File: config.mk
export PLATFORM = sky130hd
export DESIGN_NAME = serial_add_ctrl
export DESIGN_NICKNAME = d
export VERILOG_FILES = /design/src/rtl/serial_add_ctrl_pkg.sv /design/src/rtl/serial_add_ctrl_fulladd.sv /design/src/rtl/serial_add_ctrl.sv
export SDC_FILE = /design/constraint.sdc
export NUM_CORES = 1
export LEC_CHECK = 0
export CORE_MARGIN = 1.5
export CORE_UTILIZATION = 46
export CTS_CLUSTER_SIZE = 28
export DETAILED_ROUTE_END_ITERATION = 10
export PLACE_DENSITY = 0.74
export SLEW_MARGIN = 20
export SYNTH_ARGS = -nofsm -noshare
export SYNTH_HDL_FRONTEND = slang
export SYNTH_SLANG_ARGS = --single-unit
File: constraint.sdc
create_clock -name clk -period 1.38 [get_ports clk]
set_input_delay 0.276 -clock clk [delete_from_list [all_inputs] [get_ports clk]]
set_output_delay 0.276 -clock clk [all_outputs]
set_load 0.005 [all_outputs]
File: src/rtl/serial_add_ctrl_pkg.sv
// Shared types and constants for the bit-serial adder controller.
// Combinational only: no latency.
// No handshake; pure declarations.
package serial_add_pkg;

  // Controller states; 2'b11 is unused and recovers to IDLE.
  typedef enum logic [1:0] {
    IDLE = 2'b00,
    RUN  = 2'b01,
    DONE = 2'b10
  } state_t;

  localparam int DEFAULT_WIDTH = 8;

endpackage

File: src/rtl/serial_add_ctrl_fulladd.sv
// One-bit full-adder cell, time-multiplexed across bit positions by the controller.
// Purely combinational: zero latency.
// No handshake; outputs follow inputs.
module fulladd (
  input  logic a,
  input  logic b,
  input  logic cin,
  output logic sum,
  output logic cout
);

  assign sum  = a ^ b ^ cin;
  assign cout = (a & b) | (cin & (a ^ b));

endmodule

File: src/rtl/serial_add_ctrl.sv
// Bit-serial adder: sequences one full-adder cell LSB-first over WIDTH cycles.
// Latency: done rises WIDTH cycles after the accepting edge; one result per WIDTH+2 cycles.
// start is only sampled in IDLE; requests while busy are dropped, not queued.
module serial_add_ctrl
  import serial_add_pkg::*;
#(
  parameter int WIDTH = DEFAULT_WIDTH
) (
  input  logic             clk,
  input  logic             rst,
  input  logic             start,
  input  logic [WIDTH-1:0] a,
  input  logic [WIDTH-1:0] b,
  input  logic             cin,
  output logic             busy,
  output logic             done,
  output logic [WIDTH-1:0] sum,
  output logic             cout
);

  localparam int CNT_W = $clog2(WIDTH);

  state_t             state;
  logic [WIDTH-1:0]   a_sh;
  logic [WIDTH-1:0]   b_sh;
  logic [WIDTH-1:0]   acc;
  logic               carry;
  logic [CNT_W-1:0]   cnt;
  logic               cell_sum;
  logic               cell_cout;
  logic               last_bit;

  // The single shared adder cell always looks at the current LSBs and running carry.
  fulladd u_cell (
    .a    (a_sh[0]),
    .b    (b_sh[0]),
    .cin  (carry),
    .sum  (cell_sum),
    .cout (cell_cout)
  );

  assign last_bit = (cnt == CNT_W'(WIDTH - 1));

  // FSM, datapath shift registers and registered outputs in one sequential block.
  always_ff @(posedge clk or posedge rst) begin
    if (rst) begin
      state <= IDLE;
      a_sh  <= '0;
      b_sh  <= '0;
      acc   <= '0;
      carry <= 1'b0;
      cnt   <= '0;
      busy  <= 1'b0;
      done  <= 1'b0;
      sum   <= '0;
      cout  <= 1'b0;
    end else begin
      case (state)
        IDLE: begin
          done <= 1'b0;
          if (start) begin
            a_sh  <= a;
            b_sh  <= b;
            carry <= cin;
            acc   <= '0;
            cnt   <= '0;
            busy  <= 1'b1;
            state <= RUN;
          end
        end
        RUN: begin
          // Sum bits enter at the MSB so after WIDTH shifts bit 0 lands at acc[0].
          a_sh  <= a_sh >> 1;
          b_sh  <= b_sh >> 1;
          acc   <= {cell_sum, acc[WIDTH-1:1]};
          carry <= cell_cout;
          cnt   <= cnt + CNT_W'(1);
          if (last_bit) begin
            sum   <= {cell_sum, acc[WIDTH-1:1]};
            cout  <= cell_cout;
            done  <= 1'b1;
            state <= DONE;
          end
        end
        DONE: begin
          done  <= 1'b0;
          busy  <= 1'b0;
          state <= IDLE;
        end
        default: begin
          done  <= 1'b0;
          busy  <= 1'b0;
          state <= IDLE;
        end
      endcase
    end
  end

endmodule

==> results.py, run 1 <==
metrics = {
    "status": {
        "outcome": "completed",
    },
    "power_and_ir_drop": {
        "power_mw": 4.74,
        "ir_drop_mv": 1.06,
        "powerDensity_nw_per_um2": 2020,
        "p_leak_nw": 1.08,
    },
    "sta": {
        "period_needed_ns": 1.37,
        "worst_pin_slew_ns": 0.401,
        "fmax_mhz": 729,
        "slew_viol_final": 0,
        "relSlewSlack": 0.732,
        "hold_violations": 0,
        "fin_skew_ns": 0.00444,
        "setup_viol": 0,
        "fin_tns_setup_ns": 0,
        "fin_crit_sh": 0.994,
    },
    "final_layout": {
        "diodes": 0,
        "drive_above_1_share": 0.236,
        "syn_to_final_growth_pct": 33.8,
        "fin_nets": 218,
    },
    "critical_path": {
        "r2r-start": "cnt[0]",
        "criticalPathCategory": "register to register",
        "cp_top_family": "flip-flops",
        "start_kind": "register",
        "path_buf_inv": 0,
        "arrival_ns": 1.55,
        "crit_fanout": 5,
        "path_cells": "ha_2 -> ha_4 -> nand2_4 -> mux2_2",
        "cp.required_ns": 1.56,
        "rrSetupSlack_ns": 0.009,
        "slowest_delay_ns": 0.40,
        "r2r_end": "sum[4]",
        "critical_path.slowest_cell": "dfrtp_1",
        "critPathCaptureType": "register",
        "rr_worst_depth": 4,
    },
    "routing": {
        "met2WireLength_um": 1680,
        "wl_met1_um": 1700,
        "routedWlPerCell_um": 14.8,
        "drcViolationCount": 0,
        "vias": 1288,
        "dr_wl_met3_um": 158,
        "drtIter0Drc": 90,
        "avgViaCountPerCell": 5.30,
        "drt_pass1_iterations": 4,
        "ant_nets": 0,
        "wirelength_um": 3600,
        "maxUsedRoutingLayer": "met4",
    },
    "synth": {
        "ys_warn_count": 0,
        "synthMostInstantiatedCell": "dfrtp_1",
        "synthesis.area_um2": 1750,
        "synth_cell_type_count": 26,
        "yosysTopAreaCell": "dfrtp_1",
        "synth_commonest_cells": "dfrtp_1 (40), nor3b_1 (13), a22o_1 (9), inv_1 (9), mux2_2 (9)",
        "synth_top_area_share": 0.572,
        "synth_fp_nets": 168,
        "ys_seq_area_frac": 0.572,
        "ys.flop_type": "dfrtp_1",
        "ys_ff_latch": 40,
        "synthArstFlopShare": 1.00,
        "syn-instance-count": 145,
        "avgSynthCellArea_um2": 12.1,
        "synth-edff-count": 0,
        "synthTopCellsByArea": "dfrtp_1 (57%), mux2_2 (5.8%), nor3b_1 (5.6%)",
    },
    "floorplanning": {
        "dieArea_um2": 4180,
        "placementRows": 22,
        "io_pins": 31,
        "core_um2": 3660,
        "initial_core_util": 0.478,
        "die_h_um": 64.7,
        "die_w_um": 64.7,
    },
    "grt": {
        "grt.total_usage": 0.200,
        "grt_start_max_net_pins": 41,
        "antenna_found_initial": 0,
        "grt_pass1_wl_um": 6240,
        "grt_pass1_vias": 1320,
        "grt_overflow": 0,
    },
    "clock_tree": {
        "path_clk_slew_ns": 0.07,
        "cts_tree": "built",
        "clock_path_buffers": 2,
        "cts_buffers": 5,
        "h-tree-depth": 2,
        "cts_num_sinks": 40,
        "postCtsHoldBufs": 0,
        "root_buffer": "clkbuf_8",
        "clk_latency_ns": 0.29,
    },
    "job": {
        "drv_cap": 0,
    },
    "placed_design": {
        "post-dp-hpwl_um": 2540,
        "place_congestion": 0.866,
        "io_buffer_count": 30,
    },
    "worst_hold_path": {
        "hold_class": "input pin to asynchronous set/reset pin",
    },
}
-- worst min-delay path, stage by stage --
cell and delay [ns]:
clkdlybuf4s50_1 0.40, inv_1 0.09, buf_12 0.23
-- power by group --
group	total (mW)	switching, mW	internal [mW]
sequential	2.01	0.306	1.70
clock	0.732	0.390	0.342
combinational	2.00	0.872	1.13
total	4.74	1.57	3.17
-- repair_timing --
action	in CTS	in global routing
resized for setup	14	4
pin swaps	2	1
cloned	1	0
buffers inserted	3	2
endpoints found under the setup margin	20	19
-- cell type report --
type,count,area [um^2]
fill,280,1320
sequential,40,1000
multi-input combinational,89,699
timing repair buffer,50,464
clock buffer,5,68.8
tap,48,60.1
inverter,9,33.8
clock inverter,2,12.5
-- how the worst max path moves through the flow --
| stage | slack (ns) | start | to | cells past startpoint |
|---|---|---|---|---|
| 3_3_place_gp | -0.21 | start | a_sh[2] | 5 |
| 5_1_grt | -0.03 | cnt[0] | sum[4] | 4 |
| 4_1_cts | 0.0003 | cnt[0] | sum[4] | 4 |
| 6_report | 0.009 | cnt[0] | sum[4] | 4 |
| 2_1_floorplan | 0.02 | cnt[0] | cout | 4 |
| 3_5_place_dp | -0.27 | start | b_sh[4] | 5 |
-- layout by cell type, fill, tap and decap left out, drive strengths merged, types with 6 or more instances in the layout --
master / instances
a21oi: 7
mux2: 9
nor2b: 7
o22a: 6
dfrtp: 40
nor3b: 13
nand2: 6
a22o: 9
clkdlybuf4s50: 18
buf: 20
dlygate4sd2: 11
nor2: 8
inv: 9
-- state kept, by name, indices dropped and copies added, names as in the netlist --
| register | cells |
|---|---|
| a_sh | 8 |
| acc | 7 |
| b_sh | 8 |
| busy | 1 |
| carry | 1 |
| cnt | 3 |
| cout | 1 |
| done | 1 |
| state | 2 |
| sum | 8 |
-- routing by layer --
layer | GRT usage | up-vias
met2 | 0.299 | 32
met1 | 0.267 | 628
met5 | 0 | -
li1 | - | 621
met3 | 0.0625 | 7
met4 | 0.0931 | 0
-- per-stage QoR --
stage / std cells / instance area, um^2 / setup WS (ns) / hold slack [ns] / util
after detailed placement: 230 / 2200 / -0.268 / 0.491 / 0.602
final: 243 / 2340 / 0.00883 / 0.333 / 0.639
after floorplan: 145 / 1750 / 0.0220 / 0.412 / -
after global placement: 230 / 2200 / -0.208 / 0.476 / 0.602
after global routing: 243 / 2340 / -0.0283 / 0.363 / 0.639
after CTS: 241 / 2320 / 0.000336 / 0.347 / 0.633
-- cell families (layout without fill, tap and decap cells) --
group | count (synthesis) | after routing | synth area share
compound gates | 37 | 37 | 0.162
flops | 40 | 40 | 0.572
mux | 9 | 9 | 0.0579
buf+inv | 17 | 66 | 0.0436
simple gates | 39 | 40 | 0.138
fa+ha+maj | 3 | 3 | 0.0257
Power figures use the tool's default switching activity.
==> run 2, diff against run 1 <==
--- a/config.mk
+++ b/config.mk
@@ -5,7 +5,7 @@
 export SDC_FILE = /design/constraint.sdc
 export NUM_CORES = 1
 export LEC_CHECK = 0
-export CORE_MARGIN = 1.5
+export CORE_MARGIN = 5
 export CORE_UTILIZATION = 46
 export CTS_CLUSTER_SIZE = 28
 export DETAILED_ROUTE_END_ITERATION = 10
==> run 2 against run 1 <==
Setup slack improved by 0.032 ns. Largest cell class unchanged. Combinational power barely moved. Clock-buffer cell count did not move.
==> results.py, run 2 (synthesis results as in run 1) <==
metrics = {
    "critical_path": {
        "cp.required_ns": 1.56,
        "critPathLaunch": "cnt[0]",
        "critical_path.slowest_cell": "dfrtp_1",
        "r2r-start": "cnt[0]",
        "critPathCaptureType": "register",
        "slowest_delay_ns": 0.39,
        "rrSetupSlack_ns": 0.04,
        "arrival_ns": 1.52,
        "rr_worst_depth": 4,
        "criticalPathCategory": "register to register",
        "crit_fanout": 5,
        "path_cells": "ha_2 -> ha_4 -> nand2_4 -> mux2_2",
        "start_kind": "register",
    },
    "sta": {
        "rsz0062_at_grt": "false",
        "period_needed_ns": 1.34,
        "hold_violations": 0,
        "slew_viol_final": 0,
        "fin_crit_sh": 0.970,
        "setup_viol": 0,
        "fmax_mhz": 747,
        "fin_skew_ns": 0.00332,
        "fin_tns_setup_ns": 0,
        "timing.hold.ws_ns": 0.330,
        "relSlewSlack": 0.732,
        "worst_pin_slew_ns": 0.401,
    },
    "final_layout": {
        "drive_above_1_share": 0.256,
        "syn_to_final_growth_pct": 34.3,
        "final_common_cell": "dfrtp_1",
        "diodes": 0,
        "postLayoutCoreUtil": 0.642,
        "final_cells": 243,
        "final_cell_area_um2": 2350,
        "final_cell_mix": "dfrtp_1 (38), clkdlybuf4s50_1 (19), buf_4 (19), nor3b_1 (11), dlygate4sd2_1 (11)",
        "fillerInstances": 291,
        "fin_nets": 218,
        "reg_top3": "a_sh: 8 flops, b_sh: 8 flops, sum: 8 flops",
    },
    "routing": {
        "drtIter0Drc": 94,
        "wirelength_um": 3970,
        "ant_nets": 0,
        "drcViolationCount": 0,
        "vias": 1352,
        "routedWlPerCell_um": 16.4,
        "avgViaCountPerCell": 5.56,
        "drt_pass1_iterations": 4,
    },
    "clock_tree": {
        "cts_num_sinks": 40,
        "cts_buffers": 5,
        "path_clk_slew_ns": 0.07,
        "postCtsHoldBufs": 0,
        "root_buffer": "clkbuf_8",
        "clock_path_buffers": 2,
        "h-tree-depth": 2,
        "clk_latency_ns": 0.30,
        "cts_tree": "built",
    },
    "job": {
        "drv_cap": 0,
    },
    "worst_hold_path": {
        "hold_class": "input pin to asynchronous set/reset pin",
    },
    "power_and_ir_drop": {
        "powerDensity_nw_per_um2": 2040,
        "p_leak_nw": 1.07,
        "ir_drop_mv": 1.04,
    },
    "floorplanning": {
        "io_pins": 31,
        "placementRows": 22,
        "initial_core_util": 0.478,
        "die_h_um": 71.7,
        "dieArea_um2": 5140,
        "die_w_um": 71.7,
        "core_um2": 3660,
    },
    "grt": {
        "antenna_found_initial": 0,
        "grt_start_max_net_pins": 41,
        "grt_overflow": 0,
        "grt_pass1_wl_um": 6820,
        "grt.total_usage": 0.176,
        "grt_pass1_vias": 1359,
    },
    "placed_design": {
        "place_inst": 231,
        "postPlaceCellArea_um2": 2200,
        "place_congestion": 0.807,
        "post-dp-hpwl_um": 2730,
        "io_buffer_count": 30,
    },
    "status": {
        "outcome": "completed",
    },
}
[run 2: cell type report]
cell class | instances | area (um^2) | area share
Sequential cell | 40 | 1000 | 0.427
Multi-Input combinational cell | 89 | 722 | 0.307
Timing Repair Buffer | 50 | 449 | 0.191
Clock buffer | 5 | 68.8 | 0.0293
Tap cell | 48 | 60.1 | 0.0256
Inverter | 9 | 33.8 | 0.0144
Clock inverter | 2 | 12.5 | 0.00532
[run 2: through the flow]
step | power, mW | setup slack (ns)
after floorplan | 3.16 | 0.0220
after global placement | 3.87 | -0.313
after detailed placement | 3.98 | -0.358
after CTS | 4.77 | 0.0147
after global routing | 5.17 | 0.0114
final | 4.80 | 0.0410
[run 2: worst paths after layout]
check                           end
setup / recovery             sum[7]
hold reg to reg              sum[0]
hold / removal              a_sh[7]
min in group clk             sum[0]
max in group asynchronous  state[1]
setup reg to reg             sum[7]
[run 2: worst max-delay path: cells and delay by family (launching register included)]
kind / cells / cell delay (ns)
adder cells (fa/ha/maj): 2 / 0.38
AND/OR/NAND/NOR: 1 / 0.11
multiplexers: 1 / 0.34
flip-flops: 1 / 0.39
[run 2: timing repair]
item / 4_1_cts / 5_1_grt
cloned: 1 / 0
resized for setup: 16 / 6
setup buffers: 3 / 1
setup endpoints to repair: 32 / 18
pin swaps: 1 / 0
[run 2: power breakdown]
group	internal [mW]	switching [mW]
clock	0.342	0.403
combinational	1.12	0.911
sequential	1.71	0.316
total	3.17	1.63
[run 2: layer usage]
| layer | global-route usage | share of wire | vias to the layer above |
|---|---|---|---|
| met2 | 0.278 | 0.50 | 43 |
| met1 | 0.226 | 0.43 | 688 |
| met3 | 0.0519 | 0.053 | 5 |
| li1 | - | - | 616 |
| met5 | 0 | 0 | - |
| met4 | 0.0752 | 0.018 | 0 |
==> run 3, diff against run 2 <==
--- a/config.mk
+++ b/config.mk
@@ -9,7 +9,7 @@
 export CORE_UTILIZATION = 46
 export CTS_CLUSTER_SIZE = 28
 export DETAILED_ROUTE_END_ITERATION = 10
-export PLACE_DENSITY = 0.74
+export PLACE_DENSITY_LB_ADDON = 0.1
 export SLEW_MARGIN = 20
 export SYNTH_ARGS = -nofsm -noshare
 export SYNTH_HDL_FRONTEND = slang
==> run 3 against run 2 <==
The run now ends with setup timing left. Sequential power hardly changed. Routed wire length shrank 6.5%. Clock-buffer cell count rose by 1. Largest power group unchanged.
==> results.py, run 3 (synthesis results as in run 1) <==
metrics = {
    "final_layout": {
        "drive_above_1_share": 0.251,
        "final_cell_mix": "dfrtp_1 (38), buf_4 (22), clkdlybuf4s50_1 (18), nor3b_1 (13), dlygate4sd2_1 (11)",
        "fin_nets": 222,
        "syn_to_final_growth_pct": 37.8,
        "reg_top3": "a_sh: 8 flops, b_sh: 8 flops, sum: 8 flops",
        "final_cells": 247,
        "final_common_cell": "dfrtp_1",
        "diodes": 0,
    },
    "placed_design": {
        "post-dp-hpwl_um": 2580,
        "pre_cts_ws_ns": -0.349,
        "place_inst": 232,
        "io_buffer_count": 30,
        "place_congestion": 0.797,
    },
    "floorplanning": {
        "die_h_um": 71.7,
        "die_w_um": 71.7,
        "io_pins": 31,
        "placementRows": 22,
        "initial_core_util": 0.478,
        "core_um2": 3660,
        "dieArea_um2": 5140,
    },
    "sta": {
        "relSlewSlack": 0.730,
        "slew_viol_final": 0,
        "fin_ws_ns": -0.00328,
        "worst_pin_slew_ns": 0.404,
        "setup_viol": 3,
        "fin_skew_ns": 0.00774,
        "fin_tns_setup_ns": -0.00668,
        "fin_crit_sh": 1.00,
        "fmax_mhz": 723,
        "period_needed_ns": 1.38,
        "hold_violations": 0,
        "rsz0062_at_grt": "true",
    },
    "critical_path": {
        "criticalPathCategory": "register to register",
        "cp.required_ns": 1.55,
        "path_buf_inv": 1,
        "arrival_ns": 1.56,
        "path_cells": "ha_2 -> ha_4 -> nand2_4 -> buf_6 -> mux2_4",
        "start_kind": "register",
        "cp_top_family": "flip-flops",
        "crit_fanout": 5,
        "rr_worst_depth": 5,
        "critical_path.slowest_cell": "dfrtp_1",
        "slowest_delay_ns": 0.39,
        "cp_num_cells": 5,
        "critPathCaptureType": "register",
    },
    "clock_tree": {
        "h-tree-depth": 2,
        "path_clk_slew_ns": 0.07,
        "clock_path_buffers": 2,
        "clk_latency_ns": 0.29,
        "cts_tree": "built",
        "root_buffer": "clkbuf_8",
        "cts_num_sinks": 40,
        "cts_buffers": 5,
    },
    "routing": {
        "drt_pass1_iterations": 4,
        "maxUsedRoutingLayer": "met4",
        "wl_met1_um": 1660,
        "routedWlPerCell_um": 15.0,
        "ant_nets": 0,
        "dr_wl_met3_um": 159,
        "met2WireLength_um": 1840,
        "wirelength_um": 3710,
        "drtIter0Drc": 50,
        "vias": 1308,
        "avgViaCountPerCell": 5.30,
        "drcViolationCount": 0,
    },
    "job": {
        "drv_cap": 0,
    },
    "grt": {
        "antenna_found_initial": 0,
        "grt_overflow": 0,
        "grt_start_max_net_pins": 41,
        "grt.total_usage": 0.161,
        "grt_pass1_wl_um": 6560,
        "grt_pass1_vias": 1474,
    },
    "status": {
        "violations": "setup timing",
        "outcome": "finished with violations",
    },
    "power_and_ir_drop": {
        "p_leak_nw": 1.14,
        "powerDensity_nw_per_um2": 2000,
        "ir_drop_mv": 0.889,
    },
    "worst_hold_path": {
        "hold_class": "input pin to asynchronous set/reset pin",
    },
}
-- run 3: changes by cell type in the layout (fill, tap and decap cells not counted) --
cell / before / now
mux2_2: 9 / 0
mux2_4: 0 / 9
buf_4: 19 / 22
nor3b_1: 11 / 13
nor3b_2: 2 / 0
a22oi_1: 0 / 1
a22oi_2: 1 / 0
buf_12: 1 / 2
buf_6: 0 / 1
clkbuf_1: 0 / 1
clkdlybuf4s50_1: 19 / 18
clkinvlp_4: 1 / 0
dlymetal6s2s_1: 0 / 1
nand2_4: 2 / 1
-- run 3: final timing paths --
path                         from        to  slack (ns)
max                        cnt[0]    sum[0]      -0.003
min                           rst    sum[3]        0.35
max reg2reg                cnt[0]    sum[0]      -0.003
min reg2reg                sum[4]    sum[4]        0.51
max in group asynchronous     rst  state[1]        0.82
min in group clk           sum[4]    sum[4]        0.51
-- run 3: routing by layer --
layer  vias up  GRT usage
li1        623          -
met1       650      0.203
met2        28      0.273
met3         7     0.0337
met4         0     0.0564
met5         -          0
-- run 3: metrics by stage --
stage,util,power [mW],cell area (um^2),hold slack (ns)
2_1_floorplan,-,3.16,1750,0.412
3_3_place_gp,0.603,3.87,2210,0.476
3_5_place_dp,0.603,3.98,2210,0.490
4_1_cts,0.652,4.82,2390,0.359
5_1_grt,0.658,5.16,2410,0.375
6_report,0.658,4.82,2410,0.352
-- run 3: cell type report --
class | count | area, um^2
clock buffers | 6 | 72.6
well taps | 48 | 60.1
repair buffers | 55 | 505
flip-flops and latches | 40 | 1000
inverters | 9 | 33.8
multi-input cells | 88 | 729
fillers | 299 | 1250
clock inverters | 1 | 5.00
-- run 3: tightest hold or removal path, delay by kind of cell --
family,cells,cell delay [ns]
buffers and inverters,3,0.73
-- run 3: timing repair --
item                                   CTS  global route
hold buffers                             0             0
cloned                                   0             0
resized for setup                       26             4
pin swaps                                3             3
buffers inserted                         6             2
endpoints found under the hold margin    0             0
setup endpoints to repair               25            25
-- run 3: power breakdown --
part	switching, mW	internal, mW	total (mW)
sequential	0.330	1.71	2.04
combinational	0.851	1.22	2.07
clock	0.366	0.343	0.709
total	1.55	3.27	4.82
